`src/rtl/cmp_pkg.sv`:
```
// Shared sizing, FSM state encoding and index types for the compare arbiter.
package cmp_pkg;

  localparam int N_REQ = 4;
  localparam int W     = 4;

  typedef enum logic [1:0] {
    IDLE = 2'd0,
    CMP  = 2'd1,
    RESP = 2'd2
  } state_t;

  typedef logic [1:0] req_idx_t;

  typedef struct packed {
    logic     found;
    req_idx_t idx;
  } rr_pick_t;

endpackage

```
`src/rtl/cmp_arbiter_mag.sv`:
```
// Unsigned magnitude comparator; exactly one of less/equal/greater is high.
module cmp_arbiter_mag
  import cmp_pkg::*;
#(
  parameter int DATA_W = cmp_pkg::W
) (
  input  logic [DATA_W-1:0] Din_A,
  input  logic [DATA_W-1:0] Din_B,
  output logic              less,
  output logic              equal,
  output logic              greater
);

  always_comb begin
    less    = (Din_A <  Din_B);
    equal   = (Din_A == Din_B);
    greater = (Din_A >  Din_B);
  end

endmodule

```
`src/rtl/cmp_arbiter.sv`:
```
// Round-robin arbiter feeding one shared comparator; one transaction in flight at a time.
module cmp_arbiter
  import cmp_pkg::*;
#(
  parameter int N_REQ = cmp_pkg::N_REQ,
  parameter int W     = cmp_pkg::W
) (
  input  logic               clk,
  input  logic               rst,
  input  logic [N_REQ-1:0]   req,
  input  logic [N_REQ*W-1:0] a_bus,
  input  logic [N_REQ*W-1:0] b_bus,
  output logic [N_REQ-1:0]   grant,
  output logic               rsp_valid,
  input  logic               rsp_ready,
  output logic [1:0]         rsp_id,
  output logic               less,
  output logic               equal,
  output logic               greater,
  output logic               busy
);

  state_t           r_state;
  state_t           w_state_nxt;
  req_idx_t         r_ptr;
  req_idx_t         r_idx;
  logic [W-1:0]     r_a;
  logic [W-1:0]     r_b;
  logic [N_REQ-1:0] r_grant;
  logic             r_rsp_valid;
  req_idx_t         r_rsp_id;
  logic             r_less;
  logic             r_equal;
  logic             r_greater;

  rr_pick_t         w_pick;
  logic [W-1:0]     w_a_sel;
  logic [W-1:0]     w_b_sel;
  logic             w_less;
  logic             w_equal;
  logic             w_greater;

  // Search ptr, ptr+1, ... wrapping; descending scan so the nearest hit wins.
  function automatic rr_pick_t f_rr_pick(input logic [N_REQ-1:0] req_v,
                                         input req_idx_t          ptr);
    rr_pick_t pick;
    req_idx_t j;
    pick = '0;
    for (int k = N_REQ - 1; k >= 0; k--) begin
      j = req_idx_t'((int'(ptr) + k) % N_REQ);
      if (req_v[j]) begin
        pick.found = 1'b1;
        pick.idx   = j;
      end
    end
    return pick;
  endfunction

  always_comb begin
    w_pick  = f_rr_pick(req, r_ptr);
    w_a_sel = a_bus[w_pick.idx*W +: W];
    w_b_sel = b_bus[w_pick.idx*W +: W];
  end

  cmp_arbiter_mag #(.DATA_W(W)) u_mag (
    .Din_A   (r_a),
    .Din_B   (r_b),
    .less    (w_less),
    .equal   (w_equal),
    .greater (w_greater)
  );

  always_ff @(posedge clk) begin
    if (rst) r_state <= IDLE;
    else     r_state <= w_state_nxt;
  end

  always_comb begin
    w_state_nxt = r_state;
    case (r_state)
      IDLE:    if (w_pick.found) w_state_nxt = CMP;
      CMP:     w_state_nxt = RESP;
      RESP:    if (rsp_ready) w_state_nxt = IDLE;
      default: w_state_nxt = IDLE;
    endcase
  end

  always_ff @(posedge clk) begin
    if (rst) begin
      r_ptr       <= '0;
      r_idx       <= '0;
      r_a         <= '0;
      r_b         <= '0;
      r_grant     <= '0;
      r_rsp_valid <= 1'b0;
      r_rsp_id    <= '0;
      r_less      <= 1'b0;
      r_equal     <= 1'b0;
      r_greater   <= 1'b0;
    end else begin
      r_grant <= '0;
      case (r_state)
        IDLE: begin
          if (w_pick.found) begin
            r_a     <= w_a_sel;
            r_b     <= w_b_sel;
            r_idx   <= w_pick.idx;
            r_grant <= N_REQ'(1) << w_pick.idx;
          end
        end
        CMP: begin
          r_less      <= w_less;
          r_equal     <= w_equal;
          r_greater   <= w_greater;
          r_rsp_id    <= r_idx;
          r_rsp_valid <= 1'b1;
        end
        RESP: begin
          if (rsp_ready) begin
            r_rsp_valid <= 1'b0;
            r_ptr       <= req_idx_t'((int'(r_rsp_id) + 1) % N_REQ);
          end
        end
        default: ;
      endcase
    end
  end

  assign grant     = r_grant;
  assign rsp_valid = r_rsp_valid;
  assign rsp_id    = r_rsp_id;
  assign less      = r_less;
  assign equal     = r_equal;
  assign greater   = r_greater;
  assign busy      = (r_state != IDLE);

endmodule

```
`config.mk`:
```
export PLATFORM = sky130hd
export DESIGN_NAME = cmp_arbiter
export DESIGN_NICKNAME = d
export VERILOG_FILES = /design/src/rtl/cmp_pkg.sv /design/src/rtl/cmp_arbiter_mag.sv /design/src/rtl/cmp_arbiter.sv
export SDC_FILE = /design/constraint.sdc
export NUM_CORES = 1
export LEC_CHECK = 0
export ABC_AREA = 1
export ABC_CLOCK_PERIOD_IN_PS = 2250
export BUFFER_PORTS_ARGS = -buffer_cell sky130_fd_sc_hd__buf_2
export CORE_UTILIZATION = 51
export DETAILED_ROUTE_END_ITERATION = 6
export HOLD_SLACK_MARGIN = 0.12
export PLACE_DENSITY = 0.79
export SLEW_MARGIN = 40
export SYNTH_ARGS = -nofsm -noshare
export SYNTH_HDL_FRONTEND = slang
export SYNTH_SLANG_ARGS = --single-unit
```
`constraint.sdc`:
```
create_clock -name clk -period 2.25 [get_ports clk]
set_clock_uncertainty 0.05 [all_clocks]
set_input_delay 0.1125 -clock clk [delete_from_list [all_inputs] [get_ports clk]]
set_output_delay 0.1125 -clock clk [all_outputs]
set_load 0.01 [all_outputs]
```
==> Word-level counts from Yosys, hierarchy flattened <==
Cells that the tools add are included.
{ "totals": {"regBits": 24, "input_bits": 39, "out_inout_bits": 11, "word_cells": 56} }
{ "op_classes": {"n_lt_le_gt_ge": 6, "n_bitwise": 2, "n_eq_ne": 5, "reduce_logical": 8, "n_addsub": 4, "n_shift": 3, "muxes": 17} }
{ "ops": {"columns": ["op", "n"], "rows": [
  ["$shiftx A16 B5 Y4", 2],
  ["$lt A2 B3 Y1 const B", 4],
  ["$mux W3", 4],
  ["$bmux W1 S2", 4],
  ["$reduce_and A2 Y1", 4],
  ["$pmux W2 S3", 1],
  ["$mux W1", 5],
  ["$add A2 B1 Y2 const B", 2],
  ["$add A2 B2 Y2 const B", 2],
  ["$eq A4 B4 Y1", 1],
  ["$gt A4 B4 Y1", 1],
  ["$lt A4 B4 Y1", 1],
  ["$mux W2", 2],
  ["$ne A2 B2 Y1 const B", 2],
  ["$reduce_bool A2 Y1", 2],
  ["$shl A1 B2 Y4 const A", 1],
  ["$reduce_or A3 Y1", 1],
  ["$eq A2 B1 Y1 const B", 1],
  ["$eq A2 B2 Y1 const B", 1],
  ["$logic_not A2 Y1", 1],
  ["$not A1 Y1", 2],
  ["$pmux W1 S2", 1]
]} }

==> Logic depth before layout (Yosys ltp) <==
{ "logic_depth": {"word_depth": 9, "depth_mapped": 16, "mapped_depth_nobuf": 15} }

==> Modules after synthesis <==
Synthesis repeated with hierarchy kept, for this count alone.
{ "hier_totals": {"cells_unflattened": 260, "area_unflattened_um2": 1624.1} }
{ "modules_own_cells": {"columns": ["mod", "cells_each", "area_each_um2", "n_inst", "seq_area_each_um2"], "rows": [
  ["cmp_arbiter", 240, 1508.9, 1, 480.5],
  ["cmp_arbiter_mag", 20, 115.1, 1, 0.0]
]} }

==> Least setup slack after synthesis <==
OpenSTA, ideal clock, no wires.
{ "synth_timing": {"path_type": "flip-flop to flip-flop", "from": "reg r_ptr[0]", "to": "reg r_a[0]", "slack_ns": 0.564, "required_time_ns": 2.091, "arrival_ns": 1.527, "setup_time_ns": 0.109, "path_buffers": 1, "stages_incl_launch_ff": 16, "synth_period_minus_slack_ns": 1.686, "path_cell_list": "dfxtp_1 inv_4 nand2_1 nand2_1 nand2_2 nand2_4 nor2_1 nor2_1 nand2_4 nand2_4 buf_12 nand2_2 nand3_1 nand3_1 nand2_1 inv_1"} }
{ "synth_via": {"elab_chain_cells": 8, "elab_cells_between_ends": 17, "cone_classes": "add/sub (3); shift (1); mux (12); reduce/logical (1)"} }
{ "synth_rtl": {"columns": ["element", "line", "text"], "rows": [
  ["start, declared", "cmp_arbiter.sv:25", "req_idx_t r_ptr;"],
  ["start signal, assigned", "cmp_arbiter.sv:121", "r_ptr <= req_idx_t'((int'(r_rsp_id) + 1) % N_REQ);"],
  ["$add A2 B2 Y2", "cmp_arbiter.sv:50", "j = req_idx_t'((int'(ptr) + k) % N_REQ);"],
  ["$bmux W1 S2", "cmp_arbiter.sv:51", "if (req_v[j]) begin"],
  ["$mux W1 (implied by the code)", "cmp_arbiter.sv:51", null],
  ["$mux W3 (3 in a row)", "cmp_arbiter.sv:51", null],
  ["$mux W3 *", "cmp_arbiter.sv:51", null],
  ["$shiftx A16 B5 Y4 / $reduce_and A2 Y1 (equally long branches)", null, null],
  ["end signal, assigned", "cmp_arbiter.sv:105", "r_a <= w_a_sel;"],
  ["end, declared", "cmp_arbiter.sv:27", "logic [W-1:0] r_a;"]
]} }
Mark *: on every way between the ends. The rest lies on a longest branch, timed or not. The select of a mux whose other input is x is not followed.
A chain may end at the register's enable or synchronous reset.

==> Worst setup path in the final report <==
Same ends and word-level chain as after synthesis.

==> out/results.txt <==
Outcome - complete, no violations
Global-route wire length before repair - 6220 um
Dpl hpwl - 2800 um
FF-to-FF path depth - 15
Post-layout min period - 2.03 ns
Clk sinks - 24
Vias in the first global route - 1529
Setup violations, final - 0
CTS tree - yes
Critical path depth in cells - 15
Ports - 50
Tightest Hold Check Type - input pin to flop
Setup crit end kind - flop
Final nets - 351
Root buffer cell - clkbuf_4
Pleak - 1.17 nW
Syn_area_per_cell - 6.47 um^2
Cell Area, Synth - 1660 um^2
Initial antenna violation count - 0
Cell Chain, Critical Path - inv_4 -> nand2_1 -> nand2_1 -> nand2_2 -> nand2_4 -> inv_4 -> nand2_2 -> nand2_2 -> nand2_4 -> nand2_4 -> nand2_1 -> nand3_1 -> nand3_1 -> nand2_1 -> inv_1
CP peak stage delay - 0.49 ns
CTS H-Tree Depth - 1
Synthesized instance count - 256
Largest area contributor in the netlist - dfxtp_1
Slew Viols, Final - 0
GRT Total Usage - 23.2%
PD cells - 721 nW/um^2
Hold Crit Start - a_bus[9]
Critical Path Most Common Cell - nand2_1
CP Data Arrival Time - 2.21 ns
Slowest CP cell - dfxtp_1
Reg2reg start - r_ptr[0]$_SDFFE_PP0P_
RR Endpoint - r_a[0]$_SDFFE_PP0P_
1st-pass router iterations - 4
Vias per inst - 4.70
Routed Antenna Nets - 0
Fin crit share - 90.0%
Initial Util - 53.8%
Worst-Skew Late Latency - 0.31 ns
Remaining DRCs - 0
Yosys warning total - 0
Top cell type's share of synthesized area - 29.0%
Initial DRC count - 88
Tot Pwr - 1.43 mW
F_max - 494 MHz
DIE WIDTH - 59.0 um
Max clock buf depth - 2
# port buffers - 49
Final Hold Fails - 0
Chip height - 59.0 um
Hold path depth - 7
Ant. Diodes - 0
Syn nets - 299
Sequential element share of the synthesized area - 29.0%
Critical Path Start - r_ptr[0]$_SDFFE_PP0P_
Cell variety after synth - 26
Clk pin slew, worst setup/hold paths - 0.13 ns
Share of cells above drive strength 1 - 28.7%
Slew headroom - 81.9%
WP data required - 2.44 ns
Crit-path leading delay family - simple AND/OR/NAND/NOR gates
CTS buffer count - 3
GRT Residual Overflow - 0
RePlAce Congestion - 0.851
RSZ-0062 raised after global routing - false
CP Max Fanout - 20
Peak supply drop - 0.000332 V
Critical path launch point type - flop
Number of synthesized register bits - 24
TNS Setup - 0 ns
Worst Path Buf+Inv - 3
Total of max-cap violations - 0
Largest net degree at the start of global routing - 21
Reg2Reg Setup Slack - 0.22 ns
Hold endpoint - r_a[1]$_SDFFE_PP0P_
Via count - 1651
WL/cell - 10.2 um
Routed WL - 3580 um
P&R area growth vs syn - 19.6%
Row count - 20
Area contributors post-synth - dfxtp_1 (29%), nand3_1 (14%), inv_1 (13%)
Least-Margin Pin Slew - 0.270 ns
Core ar. - 3080 um^2
Category of the most critical setup path - flop to flop
Die ar. - 3480 um^2
routing by layer:
metal / GRT usage [%] / routed length (um) / vias to the layer above
met3: 3.28 / 154 / 2
met5: 0 / 0 / -
met4: 4.08 / 17 / 0
met2: 44.3 / 1750 / 56
met1: 27.5 / 1650 / 709
li1: - / - / 884
registers in the layout, indices dropped and copies added, names as in the netlist:
name,count
r_ptr,2
grant,4
rsp_valid,1
greater,1
less,1
r_state,2
r_a,4
r_b,4
r_idx,2
equal,1
rsp_id,2
worst max path at each step:
stage	slack, ns	endpoint
after floorplan	0.56	r_a[0]$_SDFFE_PP0P_
after global placement	0.26	r_b[1]$_SDFFE_PP0P_
after detailed placement	0.25	r_b[1]$_SDFFE_PP0P_
after CTS	0.23	r_b[1]$_SDFFE_PP0P_
after global routing	0.01	r_b[3]$_SDFFE_PP0P_
final	0.22	r_a[0]$_SDFFE_PP0P_
cells in the final DEF, fill, tap and decap left out, types with 6 or more instances in the layout:
| cell type | count |
|---|---|
| a21oi_1 | 14 |
| buf_2 | 49 |
| dfxtp_1 | 24 |
| inv_1 | 57 |
| nand2_1 | 41 |
| nand2_2 | 18 |
| nand3_1 | 45 |
| nor2_1 | 20 |
| o21ai_0 | 6 |
synth_stat cells:
cell type,count
o21ai_1,1
o21ai_0,6
inv_4,2
nand2_1,41
a41oi_1,1
a31oi_4,1
nand3_4,1
nand3_1,45
dfxtp_1,24
inv_2,4
nand3b_1,1
nor2_1,20
nor2_2,2
buf_4,1
xor2_1,1
buf_6,3
ha_1,4
inv_1,57
o211ai_1,1
o21ai_2,1
nand2_2,18
a21oi_1,14
nand2_4,4
buf_12,1
clkbuf_1,1
nand3_2,1
stage by stage:
| step | utilization, % | hold slack [ns] | instance area (um^2) | setup WS [ns] | cells |
|---|---|---|---|---|---|
| 6_report | 64.4 | 0.131 | 1980 | 0.224 | 351 |
| 5_1_grt | 64.4 | 0.163 | 1980 | 0.00993 | 351 |
| 4_1_cts | 64.4 | 0.130 | 1980 | 0.231 | 351 |
| 3_5_place_dp | 61.7 | 0.356 | 1900 | 0.254 | 344 |
| 3_3_place_gp | 61.7 | 0.348 | 1900 | 0.256 | 344 |
| 2_1_floorplan | - | 0.142 | 1660 | 0.564 | 256 |
timing repair:
item                      4_1_cts  5_1_grt
hold buffers                    3        0
resized for setup               0        0
hold endpoints to repair        4        0
setup buffers                   0        0
area by class of cell:
cell class | instances | area [um^2]
flip-flops and latches | 24 | 480
clock inverters | 1 | 30.0
fillers | 307 | 1100
multi-input cells | 163 | 870
inverters | 63 | 241
repair buffers | 53 | 283
clock buffers | 3 | 22.5
well taps | 44 | 55.1
worst register-to-register path: stages (launching register included):
cell and delay (ns):
dfxtp_1 0.49, inv_4 0.12, nand2_1 0.08, nand2_1 0.10, nand2_2 0.11, nand2_4 0.06
inv_4 0.07, nand2_2 0.05, nand2_2 0.07, nand2_4 0.12, nand2_4 0.27, nand2_1 0.11
nand3_1 0.08, nand3_1 0.07, nand2_1 0.06, inv_1 0.03
cells by family after synthesis:
logic type | synth area share [%]
adder cells (fa/ha/maj) | 3.02
AND/OR/NAND/NOR | 39.8
buffers and inverters | 18.5
AO/OA/AOI/OAI | 9.14
XOR/XNOR | 0.529
flip-flops | 29.0
power by group:
part | switching [mW] | internal (mW) | leakage [nW] | total [mW]
Sequential | 0.0347 | 0.494 | 0.198 | 0.529
Combinational | 0.364 | 0.224 | 0.947 | 0.587
Clock | 0.133 | 0.180 | 0.0279 | 0.313
Power figures use the tool's default switching activity.
